--- src/rtl/sb_deser_fifo.sv ---
`default_nettype none
// ============================================================================
// Module   : sb_deser_fifo
// Brief    : Sideband multi-lane deserializer with a DEPTH-entry frame FIFO.
//            Optional macro SB_DESER_MSB_FIRST_EN selects MSB-first beat order.
// Revision : 1.0
// ============================================================================
module sb_deser_fifo #(
  parameter int WIDTH = 64,
  parameter int LANES = 1,
  parameter int DEPTH = 4
) (
  input  logic                         clk,
  input  logic                         rst,
  input  logic [LANES-1:0]             in_data,
  input  logic                         in_valid,
  output logic [WIDTH-1:0]             out_data,
  output logic                         out_data_valid,
  input  logic                         out_data_ready,
  output logic [$clog2(DEPTH+1)-1:0]   count,
  output logic                         overflow,
  input  logic                         clear_overflow
);

  localparam int BEATS = WIDTH / LANES;
  localparam int CW    = (BEATS > 1) ? $clog2(BEATS) : 1;
  localparam int PW    = $clog2(DEPTH);
  localparam int CNTW  = $clog2(DEPTH + 1);
  localparam logic [CW-1:0]   LAST_BEAT = CW'(BEATS - 1);
  localparam logic [CNTW-1:0] FULL_CNT  = CNTW'(DEPTH);

  logic [CW-1:0]    beat_q, beat_d;
  logic [WIDTH-1:0] shift_q, shift_d;
  logic [WIDTH-1:0] mem_q [DEPTH];
  logic [WIDTH-1:0] mem_d [DEPTH];
  logic [PW-1:0]    wr_q, wr_d, rd_q, rd_d;
  logic [CNTW-1:0]  count_q, count_d;
  logic             overflow_q, overflow_d;

  logic [WIDTH-1:0] frame;
  logic             push, pop, full, accept, drop;

  // Shift buffer with the current beat merged in; this is the frame pushed
  // when the beat is the last one, so completion costs no extra edge.
  always_comb begin
    frame = shift_q;
    for (int k = 0; k < BEATS; k++) begin
      if (beat_q == k[CW-1:0]) begin
`ifdef SB_DESER_MSB_FIRST_EN
        frame[WIDTH-1-k*LANES -: LANES] = in_data;
`else
        frame[k*LANES +: LANES] = in_data;
`endif
      end
    end
  end

  always_comb begin
    full   = (count_q == FULL_CNT);
    pop    = (count_q != '0) && out_data_ready;
    push   = in_valid && (beat_q == LAST_BEAT);
    accept = push && (!full || pop);
    drop   = push && !accept;

    beat_d  = beat_q;
    shift_d = shift_q;
    if (in_valid) begin
      shift_d = frame;
      beat_d  = (beat_q == LAST_BEAT) ? '0 : beat_q + CW'(1);
    end

    mem_d = mem_q;
    if (accept) begin
      mem_d[wr_q] = frame;
    end
    wr_d = accept ? wr_q + PW'(1) : wr_q;
    rd_d = pop ? rd_q + PW'(1) : rd_q;

    case ({accept, pop})
      2'b10:   count_d = count_q + CNTW'(1);
      2'b01:   count_d = count_q - CNTW'(1);
      default: count_d = count_q;
    endcase

    // A drop on the same edge as a clear keeps the flag set.
    if (drop) begin
      overflow_d = 1'b1;
    end else if (clear_overflow) begin
      overflow_d = 1'b0;
    end else begin
      overflow_d = overflow_q;
    end
  end

  always_ff @(negedge clk or posedge rst) begin
    if (rst) begin
      beat_q     <= '0;
      shift_q    <= '0;
      wr_q       <= '0;
      rd_q       <= '0;
      count_q    <= '0;
      overflow_q <= 1'b0;
      for (int i = 0; i < DEPTH; i++) begin
        mem_q[i] <= '0;
      end
    end else begin
      beat_q     <= beat_d;
      shift_q    <= shift_d;
      wr_q       <= wr_d;
      rd_q       <= rd_d;
      count_q    <= count_d;
      overflow_q <= overflow_d;
      for (int i = 0; i < DEPTH; i++) begin
        mem_q[i] <= mem_d[i];
      end
    end
  end

  assign out_data       = mem_q[rd_q];
  assign out_data_valid = (count_q != '0);
  assign count          = count_q;
  assign overflow       = overflow_q;

endmodule
`default_nettype wire

--- config.mk ---
export PLATFORM = sky130hd
export DESIGN_NAME = sb_deser_fifo
export DESIGN_NICKNAME = d
export VERILOG_FILES = /design/src/rtl/sb_deser_fifo.sv
export SDC_FILE = /design/constraint.sdc
export NUM_CORES = 1
export LEC_CHECK = 0
export CAP_MARGIN = 25
export CORE_MARGIN = 8
export CORE_UTILIZATION = 61
export CTS_CLUSTER_DIAMETER = 120
export DETAILED_ROUTE_END_ITERATION = 12
export PLACE_DENSITY = 0.8
export SLEW_MARGIN = 25
export SYNTH_ARGS = -nofsm -noshare
export SYNTH_HDL_FRONTEND = slang
export SYNTH_SLANG_ARGS = --single-unit
--- constraint.sdc ---
create_clock -name clk -period 14.84 [get_ports clk]
set_input_delay 4.452 -clock clk [delete_from_list [all_inputs] [get_ports clk]]
set_output_delay 4.452 -clock clk [all_outputs]
set_load 0.01 [all_outputs]
# Word level (Yosys, flattened, before mapping)
# Index checks and enable logic that the tools add are counted.
# W data, S select, Z words.
# totals
output_inout_bits	69
word_cells	172
inputBits	6
regBits	334
# classes
add_sub_neg	5
mux	74
eq_ne	66
bitwise_logic	2
n_lt_le_gt_ge	3
reduce_logical	12
# op_table
operator	count
$bwmux W256	1
$eq A6 B6 Y1 const B	32
$mux W64	3
$bmux W64 S2	1
$demux W64 S2	1
$eq A6 B5 Y1 const B	16
$mux W1	66
$eq A6 B4 Y1 const B	8
$eq A6 B3 Y1 const B	4
$eq A6 B2 Y1 const B	2
$add A6 B1 Y6 const B	1
$eq A6 B1 Y1 const B	1
$ge A3 B3 Y1 const B	2
$logic_not A6 Y1	1
$mux W6	1
$not A2 Y3	2
$pmux W3 S2	1
$logic_and A1 B1 Y1	5
$add A2 B1 Y2 const B	2
$reduce_bool A2 Y1	2
$add A3 B1 Y3 const B	1
$eq A3 B3 Y1 const B	1
$lt A3 B1 Y1 const B	1
$reduce_bool A3 Y1	1
5 further kinds	6

# Depth between registers and ports, before layout
# Gate-level depths: netlist (run 1).
# depth
depth_word	7
mapped_depth	12
mapped_depth_nobuf	10

==> key figures, run 1 <==
Floorplanning
  – Die height: 182 µm
  – Row cnt: 60
  – Starting Density: 0.620
  – Core area: 27000 µm²
  – Die span in x: 182 µm
  – I/O pin count: 75
  – Die ar.: 33000 µm²

Logic synthesis
  – Main area contributors after synthesis: dfrtn_1, a41oi_1, a31oi_1
  – Synth Cell Area: 16700 µm²
  – Mean post-synth cell area: 11.4 µm²
  – Seq/Total Area, Yosys: 0.500
  – Ys async rst share: 1.00
  – Post-synth top cells: dfrtn_1, a31oi_1, a41oi_1
  – Synth warn: 0
  – Most common cell in the netlist: dfrtn_1
  – Primary FF master, synth: dfrtn_1
  – Yosys top cell area share: 0.500
  – Net count after synthesis: 1483
  – Area leader, netlist: dfrtn_1
  – Post-Syn Instances: 1467
  – Post-synth EDFFs: 0
  – Netlist cell types: 38
  – Yosys reg bits: 334

Layout
  – Number of diodes: 0
  – Nets: 1428
  – Post-Layout Inst Area: 18400 µm²
  – Multi-input gate area: 7310 µm²
  – Ratio of cells with drive above 1 in the final layout: 0.127
  – Area growth from synthesis to layout: 10.3%
  – Storage cell area: 8360 µm²
  – Fillers: 1905

Drt
  – Post-DR wirelength/cell: 28.8 µm
  – Final ANT Viol Nets: 0
  – Initial DRC count: 2136
  – Post-route DRC: 0
  – Via count: 14500
  – TritonRoute pass-1 iters: 6
  – Vias per Instance: 8.18
  – Post-Route WL: 51100 µm

STA
  – Fin Setup TNS: 0 ps
  – Final worst clock skew: 12.0 ps
  – Worst setup margin: 373 ps
  – Max-slew headroom: 0.131
  – Worst-margin pin slew: 1300 ps
  – Setup-failing EPs final: 0
  – Final-report hold violation count: 0
  – WHS: 477 ps
  – Slew Limit Fails: 0
  – RSZ-0062 raised after global routing: no

CTS
  – Post CTS Setup Buffer Count: 0
  – H-tree depth: 2
  – CTS buffer count: 36
  – Clock latency on the worst-skew pair: 530 ps
  – Worst-path clk slew: 40 ps
  – CTS tree: built
  – Root Buffer Master: clkbuf_16
  – Post-cts sizing count: 0
  – # clock sinks: 334
  – Longest Clk Path Bufs: 3
  – Post-CTS Hold Fix Bufs: 0

Placement
  – DP HPWL: 28000 µm
  – I/O Buffers: 74
  – Gp weighted congestion: 0.866
  – Placed cell area: 17300 µm²
  – Setup Slack @ Placement: 572 ps

Worst setup path
  – Worst Path Max Fanout: 54
  – CP startpoint kind: flip-flop
  – Crit. End Element: primary output
  – Critical-path cell list: buf_12 -> mux4_2 -> clkdlybuf4s50_1
  – CP Data Required Time: 10390 ps
  – Critical path buffers and inverters: 2
  – Worst path top cell family by delay: buffers and inverters
  – CP max stage delay: 610 ps
  – Crit path arrival time: 10010 ps
  – Crit Path Category: flip-flop to primary output
  – Slowest library cell on the worst path: mux4_2

Pwr
  – Pwr dens: 159 nW/µm²
  – Lkg Pwr: 0.00717 µW
  – Peak VDD IR: 0.179 mV

Global routing
  – Global-route wire length before repair: 81900 µm
  – Largest net degree at the start of global routing: 218
  – Antenna violations before repair: 1
  – Total track usage: 0.307
  – Grt ovf: 0
  – Vias in the first global route: 14300

Run status
  – Status: finished clean

Run
  – Max-cap violation count: 0

Min path
  – HP Class: flip-flop to flip-flop
path summary, 6_finish.rpt:
| check | from | endpoint | slack [ps] | cells past startpoint |
|---|---|---|---|---|
| setup / recovery | rd_q[0]$_DFFE_NP0P_ | out_data[26] | 370 | 3 |
| min in group asynchronous | rst | mem_q[229]$_DFFE_NP0P_ | 11660 | 2 |
| setup reg to reg | beat_q[2]$_DFFE_NP0P_ | mem_q[30]$_DFFE_NP0P_ | 11210 | 4 |
| hold / removal | count[2]$_DFFE_NP0P_ | count[2]$_DFFE_NP0P_ | 480 | 1 |
| hold reg to reg | count[2]$_DFFE_NP0P_ | count[2]$_DFFE_NP0P_ | 480 | 1 |
| max in group asynchronous | rst | mem_q[71]$_DFFE_NP0P_ | 2260 | 3 |
where the power goes:
part           internal (µW)  switching, µW
clock                    506            362
combinational            252            690
sequential              1030           94.2
total                   1790           1150
routing by layer:
metal | vias to the layer above | wire length (µm) | track usage
li1 | 5971 | - | -
met1 | 7311 | 19200 | 0.413
met2 | 1077 | 23800 | 0.460
met3 | 170 | 5800 | 0.0812
met4 | 2 | 2280 | 0.147
met5 | - | 13 | 0
logic make-up after synthesis:
kind of cell / share of synthesized area
flip-flops: 0.500
multiplexers: 0.0888
AO/OA/AOI/OAI: 0.275
adder cells (fa/ha/maj): 0.00794
buffers and inverters: 0.0649
XOR/XNOR: 0.00472
AND/OR/NAND/NOR: 0.0584
cell usage in the layout (no fill, tap or decap), drive strengths merged, types with 2 or more instances in the layout:
| cell | instances |
|---|---|
| nand2b | 2 |
| and2 | 2 |
| nor2 | 66 |
| clkdlybuf4s50 | 72 |
| a31oi | 320 |
| and4 | 5 |
| nor2b | 2 |
| and3b | 8 |
| mux2 | 2 |
| and3 | 3 |
| a41oi | 256 |
| xor2 | 4 |
| a21oi | 3 |
| clkinv | 5 |
| mux2i | 2 |
| or3b | 4 |
| buf | 40 |
| clkinvlp | 3 |
| ha | 9 |
| o21ai | 65 |
| clkbuf | 55 |
| nand4 | 15 |
| mux4 | 64 |
| nand3 | 56 |
| nand2 | 7 |
| xnor2 | 5 |
| inv | 9 |
| nor3b | 4 |
| nand3b | 8 |
| dfrtn | 334 |
per-stage QoR:
| stage | utilization | instances | total power, µW |
|---|---|---|---|
| floorplan | - | 1467 | 1760 |
| CTS | 0.684 | 1777 | 2900 |
| global placement | 0.640 | 1714 | 2010 |
| global route | 0.684 | 1777 | 3040 |
| finish | 0.684 | 1777 | 2940 |
| detailed placement | 0.642 | 1715 | 2040 |
area by class of cell:
type                    instances  area share
inverters                      10     0.00224
multi-input cells             918       0.396
repair buffers                112      0.0631
clock buffers                  55      0.0593
well taps                     341      0.0231
flip-flops and latches        334       0.453
clock inverters                 7     0.00217
state kept, by name, indices dropped and copies added, names as in the netlist:
register  flops
mem_q       256
rd_q          2
overflow      1
wr_q          2
shift_q      64
beat_q        6
count         3
(Power assumes the default switching activity.)
==> run 2: changes to the inputs <==
- HOLD_SLACK_MARGIN: default -> 0.06
==> results of run 2 <==
No change in the layout: final DEF, timing and power equal those of run 1.
